[config.mk]
export PLATFORM = sky130hd
export DESIGN_NAME = converge_delta_unit
export DESIGN_NICKNAME = d
export VERILOG_FILES = /design/src/rtl/converge_delta_unit.sv
export SDC_FILE = /design/constraint.sdc
export NUM_CORES = 2
export LEC_CHECK = 0
export CAP_MARGIN = 10
export CORE_MARGIN = 2
export CORE_UTILIZATION = 64
export CTS_CLUSTER_DIAMETER = 80
export CTS_CLUSTER_SIZE = 20
export DETAILED_ROUTE_END_ITERATION = 8
export HOLD_SLACK_MARGIN = 0.1
export PLACE_DENSITY_LB_ADDON = 0.15
export RECOVER_POWER = 50
export SLEW_MARGIN = 20
export SYNTH_ARGS = -nofsm -noshare
export SYNTH_HDL_FRONTEND = slang
export SYNTH_SLANG_ARGS = --single-unit
[constraint.sdc]
create_clock -name clk -period 8.3 [get_ports clk]
set_input_delay 1.66 -clock clk [delete_from_list [all_inputs] [get_ports clk]]
set_output_delay 1.66 -clock clk [all_outputs]
set_load 0.05 [all_outputs]
[src/rtl/converge_delta_unit.sv]
// Output-layer delta unit: per-neuron delta = sat((act - target) * adot) with a running argmax/accuracy tracker.
// Optional macro ACC_COUNT_EN enables the saturating correct_count accumulator.
module converge_delta_unit #(
    parameter int unsigned z        = 8,
    parameter int unsigned fi       = 4,
    parameter int unsigned width    = 16,
    parameter int unsigned int_bits = 5,
    parameter int unsigned n_out    = 8
) (
    input  logic                     clk,
    input  logic                     reset,
    input  logic                     in_valid,
    input  logic [width*(z/fi)-1:0]  act_in_package,
    input  logic [width*(z/fi)-1:0]  adot_in_package,
    input  logic [z/fi-1:0]          ideal_in,
    input  logic                     count_clr,
    output logic [width*(z/fi)-1:0]  del_out_package,
    output logic                     del_valid,
    output logic                     sample_done,
    output logic [$clog2(n_out)-1:0] pred_idx,
    output logic                     correct,
    output logic [15:0]              correct_count
);

    localparam int unsigned LANES  = z / fi;
    localparam int unsigned FRAC   = width - int_bits - 1;
    localparam int unsigned NCHUNK = n_out / LANES;
    localparam int unsigned CW     = (NCHUNK > 1) ? $clog2(NCHUNK) : 1;
    localparam int unsigned IW     = $clog2(n_out);
    localparam int unsigned DW     = width + 2;
    localparam int unsigned PW     = 2 * width;

    localparam logic signed [DW-1:0] ONE     = DW'(2 ** FRAC);
    localparam logic signed [DW-1:0] ZERO    = '0;
    localparam logic signed [DW-1:0] DIFF_HI = DW'(2 ** (width - 1) - 1);
    localparam logic signed [DW-1:0] DIFF_LO = ~DIFF_HI;
    localparam logic signed [PW-1:0] DEL_HI  = PW'(2 ** (width - 1) - 1);
    localparam logic signed [PW-1:0] DEL_LO  = ~DEL_HI;

    logic [CW-1:0]           chunk_q, chunk_d;
    logic [width-1:0]        max_q, max_d, scan_max_c;
    logic [IW-1:0]           max_idx_q, max_idx_d, scan_idx_c;
    logic                    tgt_found_q, tgt_found_d, scan_found_c;
    logic [IW-1:0]           tgt_idx_q, tgt_idx_d, scan_tgt_c;
    logic                    last_c, correct_c;
    logic [IW-1:0]           nidx_c  [LANES];
    logic signed [DW-1:0]    dfull_c [LANES];
    logic signed [width-1:0] diff_c  [LANES];

    logic                    s1_valid_q, s1_last_q, s1_correct_q;
    logic [IW-1:0]           s1_pred_q;
    logic signed [width-1:0] s1_diff_q [LANES];
    logic [width-1:0]        s1_adot_q [LANES];

    logic signed [PW-1:0]    prod_c [LANES];
    logic signed [PW-1:0]    shr_c  [LANES];
    logic [width*LANES-1:0]  del_c;

    // Stage 0: chunk counter, trackers (seeded fresh on chunk 0) and saturated diff
    always_comb begin
        chunk_d      = chunk_q;
        max_d        = max_q;
        max_idx_d    = max_idx_q;
        tgt_found_d  = tgt_found_q;
        tgt_idx_d    = tgt_idx_q;
        nidx_c       = '{default: '0};
        dfull_c      = '{default: '0};
        diff_c       = '{default: '0};
        last_c       = (chunk_q == CW'(NCHUNK - 1));
        scan_max_c   = (chunk_q == '0) ? '0 : max_q;
        scan_idx_c   = (chunk_q == '0) ? '0 : max_idx_q;
        scan_found_c = (chunk_q == '0) ? 1'b0 : tgt_found_q;
        scan_tgt_c   = (chunk_q == '0) ? '0 : tgt_idx_q;
        for (int k = 0; k < int'(LANES); k++) begin
            nidx_c[k] = IW'(int'(chunk_q) * int'(LANES) + k);
            if (act_in_package[k*width +: width] > scan_max_c) begin
                scan_max_c = act_in_package[k*width +: width];
                scan_idx_c = nidx_c[k];
            end
            if (!scan_found_c && ideal_in[k]) begin
                scan_found_c = 1'b1;
                scan_tgt_c   = nidx_c[k];
            end
            dfull_c[k] = $signed({2'b00, act_in_package[k*width +: width]}) - (ideal_in[k] ? ONE : ZERO);
            if (dfull_c[k] > DIFF_HI) begin
                diff_c[k] = DIFF_HI[width-1:0];
            end else if (dfull_c[k] < DIFF_LO) begin
                diff_c[k] = DIFF_LO[width-1:0];
            end else begin
                diff_c[k] = dfull_c[k][width-1:0];
            end
        end
        correct_c = scan_found_c && (scan_tgt_c == scan_idx_c);
        if (in_valid) begin
            chunk_d     = last_c ? '0 : chunk_q + CW'(1);
            max_d       = scan_max_c;
            max_idx_d   = scan_idx_c;
            tgt_found_d = scan_found_c;
            tgt_idx_d   = scan_tgt_c;
        end
    end

    // Stage 2 arithmetic: signed diff * signed adot, arithmetic shift, saturate
    always_comb begin
        prod_c = '{default: '0};
        shr_c  = '{default: '0};
        del_c  = '0;
        for (int k = 0; k < int'(LANES); k++) begin
            prod_c[k] = $signed({{width{s1_diff_q[k][width-1]}}, s1_diff_q[k]})
                      * $signed({{width{s1_adot_q[k][width-1]}}, s1_adot_q[k]});
            shr_c[k]  = prod_c[k] >>> FRAC;
            if (shr_c[k] > DEL_HI) begin
                del_c[k*width +: width] = DEL_HI[width-1:0];
            end else if (shr_c[k] < DEL_LO) begin
                del_c[k*width +: width] = DEL_LO[width-1:0];
            end else begin
                del_c[k*width +: width] = shr_c[k][width-1:0];
            end
        end
    end

    always_ff @(posedge clk) begin
        if (reset) begin
            chunk_q         <= '0;
            max_q           <= '0;
            max_idx_q       <= '0;
            tgt_found_q     <= 1'b0;
            tgt_idx_q       <= '0;
            s1_valid_q      <= 1'b0;
            s1_last_q       <= 1'b0;
            s1_pred_q       <= '0;
            s1_correct_q    <= 1'b0;
            for (int k = 0; k < int'(LANES); k++) begin
                s1_diff_q[k] <= '0;
                s1_adot_q[k] <= '0;
            end
            del_out_package <= '0;
            del_valid       <= 1'b0;
            sample_done     <= 1'b0;
            pred_idx        <= '0;
            correct         <= 1'b0;
        end else begin
            chunk_q     <= chunk_d;
            max_q       <= max_d;
            max_idx_q   <= max_idx_d;
            tgt_found_q <= tgt_found_d;
            tgt_idx_q   <= tgt_idx_d;
            s1_valid_q  <= in_valid;
            if (in_valid) begin
                s1_last_q    <= last_c;
                s1_pred_q    <= scan_idx_c;
                s1_correct_q <= correct_c;
                for (int k = 0; k < int'(LANES); k++) begin
                    s1_diff_q[k] <= diff_c[k];
                    s1_adot_q[k] <= adot_in_package[k*width +: width];
                end
            end
            del_valid   <= s1_valid_q;
            sample_done <= s1_valid_q & s1_last_q;
            if (s1_valid_q) begin
                del_out_package <= del_c;
            end
            if (s1_valid_q && s1_last_q) begin
                pred_idx <= s1_pred_q;
                correct  <= s1_correct_q;
            end
        end
    end

`ifdef ACC_COUNT_EN
    logic        inc_c;
    logic [15:0] count_d;

    // Increment lands on the same edge as sample_done; a coinciding clear restarts at 1
    always_comb begin
        inc_c   = s1_valid_q & s1_last_q & s1_correct_q;
        count_d = correct_count;
        if (inc_c) begin
            if (count_clr) begin
                count_d = 16'd1;
            end else if (correct_count != 16'hFFFF) begin
                count_d = correct_count + 16'd1;
            end
        end else if (count_clr) begin
            count_d = '0;
        end
    end

    always_ff @(posedge clk) begin
        if (reset) begin
            correct_count <= '0;
        end else begin
            correct_count <= count_d;
        end
    end
`else
    logic unused_count_clr;
    assign unused_count_clr = count_clr;
    assign correct_count    = '0;
`endif

endmodule

After elaboration in Yosys (flattened, before gate mapping):

Memory sizes are Yosys's and may differ from the RTL's.
Index checks and enable logic that the tools add are counted.

* equality and inequality tests: 2
* magnitude comparators: 10
* $add $sub $neg: 4
* reduce and logical (&&, ||, !) cells: 7
* multipliers: 2
* multiplexer cells: 32
* bitwise logic cells: 5

Operators with widths (number)
* $mux W16: 15
* $mul A16 B16 Y32: 2
* $gt A22 B16 Y1 const B: 2
* $lt A22 B16 Y1 const B: 2
* $gt A17 B16 Y1 const B: 2
* $lt A17 B16 Y1 const B: 2
* $sub A16 B11 Y17: 2
* $gt A16 B16 Y1: 2
* $mux W11: 2
* $mux W3: 6
* $mux W1: 8
* $logic_and A1 B1 Y1: 4
* $or A1 B1 Y1: 4
* $add A3 B1 Y3 const B: 1
* $eq A3 B3 Y1: 1
* $add A2 B1 Y2 const B: 1
* $eq A2 B2 Y1 const B: 1
* $logic_not A1 Y1: 2
* $logic_not A2 Y1: 1
* $mux W2: 1
* $and A1 B1 Y1: 1

* output and inout bits: 54
* input port bits: 70
* register bits after elaboration: 66
* bits in writable memories: 64
* logic and storage cells: 77
* memories kept: 2

Memories
* s1_adot_q: depth 2, width 16, rd ports 2, clocked after Yosys merged registers in 0, write ports 2, line 53 `logic [width-1:0] s1_adot_q [LANES];`
* s1_diff_q: depth 2, width 16, rd ports 2, clocked after Yosys merged registers in 0, write ports 2, line 52 `logic signed [width-1:0] s1_diff_q [LANES];`

Logic depth before layout (Yosys ltp):

* depth after elaboration: 10
* mapped depth: 28
* mapped depth without buffers: 24

Worst setup path before layout:

Ideal clock, no wire load.

* path kind: register to register
* start point: memory s1_diff_q[1][15], in the netlist s1_diff_q[0][31]
* end point: register del_out_package[21]
* path buffers: 3
* stages on the path, launching flop included: 25
* data required time: 8167 ps
* clock period less this slack: 6892 ps
* path slack: 1408 ps
* setup time: 133 ps
* data arrival time: 6759 ps
* cells stage by stage: edfxtp_1 -> clkbuf_1 -> nand2_1 -> inv_1 -> fa_1 -> fa_1 -> inv_1 -> fa_1 -> fa_1 -> fa_1 -> fa_1 -> inv_1 -> ha_1 -> buf_2 -> and3_1 -> and3_1 -> a221oi_2 -> nand2_1 -> a2111oi_0 -> a311oi_2 -> a211oi_2 -> o2111ai_1 -> nand2_2 -> buf_6 -> o32ai_2

RTL lines
* start: declaration: line 52
* end signal: assignment: line 161 `del_out_package <= del_c;`
* end: declaration: line 17 `output logic [width*(z/fi)-1:0] del_out_package,`

==> metrics.md <==
| Metric | Value |
|---|---|
| Failing checks | `max-capacitance violations, max-slew violations` |
| Max incr delay on CP | `about 0.88 ns` |
| Vias | `between 15000 and 20000` |
| Drt wl/cell | `18.2 microns` |
| Clk slew on worst S/H paths | `0.07 ns` |
| Cts bufs inserted | `17` |
| Post-DP HPWL | `50.0 mm` |
| Die height | `between 200 and 250 microns` |
| Post-Syn Area | `26100 sq um` |
| Initial antenna violation count | `14` |
| Pins over their slew limit | `178` |
| Initial core utilization | `between 60% and 70%` |
| FMAX | `0.130 GHz` |
| Ports | `124` |
| Max clock buf depth | `2` |
| CTS tree | `yes` |
| Final Setup Violations | `0` |
| RSZ-0062 raised after global routing | `false` |
| CTS sink count | `130` |
| Crit path required time | `8.51 ns` |
| Status | `finished, violations left` |
| Slew @ Worst Pin | `between 2 and 3 ns` |
| Largest net degree at the start of global routing | `between 60 and 70` |
| Gate family responsible for the most delay along the worst path | `adder cells` |
| Gpl congestion | `slightly above 0.9` |
| Final ANT Viol Nets | `0` |
| Main synth FF type | `dfxtp_1` |
| Final hold violation count | `0` |
| Number of max-cap violations | `3` |
| Synth unique cells | `74` |
| Sequential-to-total area share from yosys stat | `12.4%` |
| DIE AREA | `42400 sq um` |
| Flop2flop setup slack | `0.61 ns` |
| Register bit count reported by yosys | `130` |
| CP Capture Type | `flip-flop` |
| Final non-filler cell total | `between 3000 and 4000` |
| Post-CTS Setup Repair Bufs | `0` |
| Buf/Inv on CP | `5` |
| Period Utilization, post-route | `92.7%` |
| Worst Reg-to-Reg Cells | `22` |
| Area Overhead vs Synth | `7.32%` |
| Commonest non-fill, non-tap cells in the layout | `inv_1, fa_1, nand2_1, and2_1, ha_1` |
| Chip width | `roughly 210 microns` |
| CTS root buf | `clkbuf_16` |
| Post-cts resize count | `0` |
| Worst Hold Class | `reg2reg` |
| Final min period | `7.69 ns` |
| Share of layout cells above drive strength 1 | `2.73%` |
| Critical path capture point | `del_out_package[5]` |
| Vias per Instance | `roughly 5.7` |
| Synth warnings | `0` |
| Vias in the first global route | `20800` |
| Clk_lat worst skew | `0.48 ns` |
| Post-Route WL | `62.4 mm` |
| CTS Hold Bufs | `0` |
| Critical path class | `reg2reg` |
| Global-route wire length before repair | `around 110 mm` |
| R2R Path Start | `s1_diff_q[0][7]` |
| Worst setup path startpoint | `s1_diff_q[0][7]` |
| GR Overflow Total | `0` |
| Max-slew headroom | `-78.4%` |
| Final #Nets | `3667` |
| Number of remaining DRC errors | `0` |
| Critical path's most frequent cell | `fa_1` |
| Most common cell after layout, fill and taps aside | `inv_1` |
| CP Depth | `22` |
| Placed instance count | `about 3400` |
| Crit start category | `flip-flop` |
| Syn Area/Cell | `9.17 sq um` |
| Port bufs | `106` |
| Worst reg2reg path endpoint | `del_out_package[5]` |
| DR iter-0 viols | `1380` |
| Async SR Flop Fraction | `0%` |
| Syn Inst Count | `2848` |
| CP max-delay cell | `edfxtp_1` |
| Row count | `73` |
| Critical path cell sequence | `nand2_1 > fa_1 > inv_1 > fa_1 > inv_1 > fa_1 > inv_1 > fa_1 > fa_1 > inv_1 > fa_1 > inv_1 > ha_1 > nor2_1 > o311ai_1 > o21ai_1 > nor3_1 > a21boi_2 > a21oi_1 > a41oi_1 > o32ai_4 > a211oi_1` |
| WP data arrival | `7.90 ns` |
| DRT Pass-1 Iters | `5` |
| Fin Setup TNS | `0 ns` |
| Placeable Area | `40000 sq um` |
| Skew final | `roughly 0.021 ns` |
| GRT Util Overall | `32.3%` |
| CTS H-tree depth | `4` |
| Crit path max fanout | `16` |
| Post-synth EDFFs | `64` |
==> worst min path at each step <==
stage                        start       end  slack, ns  cells past startpoint
after floorplan           max_q[0]  max_q[0]       0.42                      2
after detailed placement  max_q[0]  max_q[0]       0.44                      2
after global routing       correct   correct       0.49                      2
final                     max_q[0]  max_q[0]       0.46                      2
after CTS                 max_q[0]  max_q[0]       0.46                      2
after global placement    max_q[0]  max_q[0]       0.44                      2
==> through the flow <==
stage / util (%) / cell area (sq um) / hold WS, ns / setup WS, ns
after floorplan: - / 26200 / 0.417 / 1.41
after global placement: 68.6 / 27500 / 0.438 / 1.05
after detailed placement: 68.6 / 27500 / 0.444 / 0.897
after CTS: 70.0 / 28000 / 0.459 / 0.871
after global routing: 70.0 / 28000 / 0.492 / 0.252
final: 70.0 / 28000 / 0.456 / 0.608
==> cell usage after synthesis, types with 17 or more instances <==
master | n | area, sq um
a21o_1 | 27 | 203
a21oi_1 | 78 | 390
a31oi_1 | 19 | 119
and2_1 | 280 | 1750
buf_4 | 17 | 128
clkbuf_1 | 99 | 372
dfxtp_1 | 66 | 1320
edfxtp_1 | 64 | 1920
fa_1 | 522 | 10500
ha_1 | 196 | 2450
inv_1 | 642 | 2410
nand2_1 | 318 | 1190
nand3_1 | 22 | 110
nor2_1 | 133 | 499
o21a_1 | 20 | 150
o21ai_0 | 57 | 285
or3_1 | 17 | 106
xnor2_1 | 45 | 394
xor2_1 | 19 | 166
==> final cells by class <==
cell class,instances,area [sq um]
Antenna cell,8,20.0
Tap cell,525,657
Sequential cell,130,3240
Inverter,642,2410
Fill cell,3176,12000
Timing Repair Buffer,125,1190
Multi-Input combinational cell,1963,19900
Clock inverter,12,93.8
Clock buffer,20,468
==> routing by layer <==
metal	GRT usage [%]	up-vias	part of all wire, %
li1	-	8731	-
met1	45.7	9708	42
met2	48.5	783	44
met3	8.47	137	9.9
met4	11.1	10	3.1
met5	0	-	0.11
==> cells by family (layout without fill, tap and decap cells) <==
logic type	after synthesis	after routing	share of synthesized area [%]
other	1	24	0.0144
AND/OR/NAND/NOR	843	843	15.8
adder cells (fa/ha/maj)	718	718	49.4
XOR/XNOR	65	65	2.21
flip-flops	130	130	12.4
buffers and inverters	770	799	11.4
AO/OA/AOI/OAI	311	311	8.35
multiplexers	10	10	0.402
==> sequential cells by signal, summed over array words and instances (netlist names), 2 cells and up <==
register	count
pred_idx	3
tgt_idx_q	3
del_out_package	32
s1_diff_q	32
max_q	16
chunk_q	2
s1_pred_q	3
s1_adot_q	32
==> worst register-to-register path, cell delays in order, from the launching register on <==
cell and delay (ns):
edfxtp_1 0.88, nand2_1 0.18, fa_1 0.57, inv_1 0.05, fa_1 0.50, inv_1 0.06
fa_1 0.53, inv_1 0.05, fa_1 0.47, fa_1 0.51, inv_1 0.05, fa_1 0.48
inv_1 0.05, ha_1 0.42, nor2_1 0.09, o311ai_1 0.28, o21ai_1 0.17, nor3_1 0.51
a21boi_2 0.15, a21oi_1 0.32, a41oi_1 0.23, o32ai_4 0.72, a211oi_1 0.18
Power is left out: the tool's default activity adds up to more than one toggle a clock period on the data nets, which glitch-free logic cannot reach.
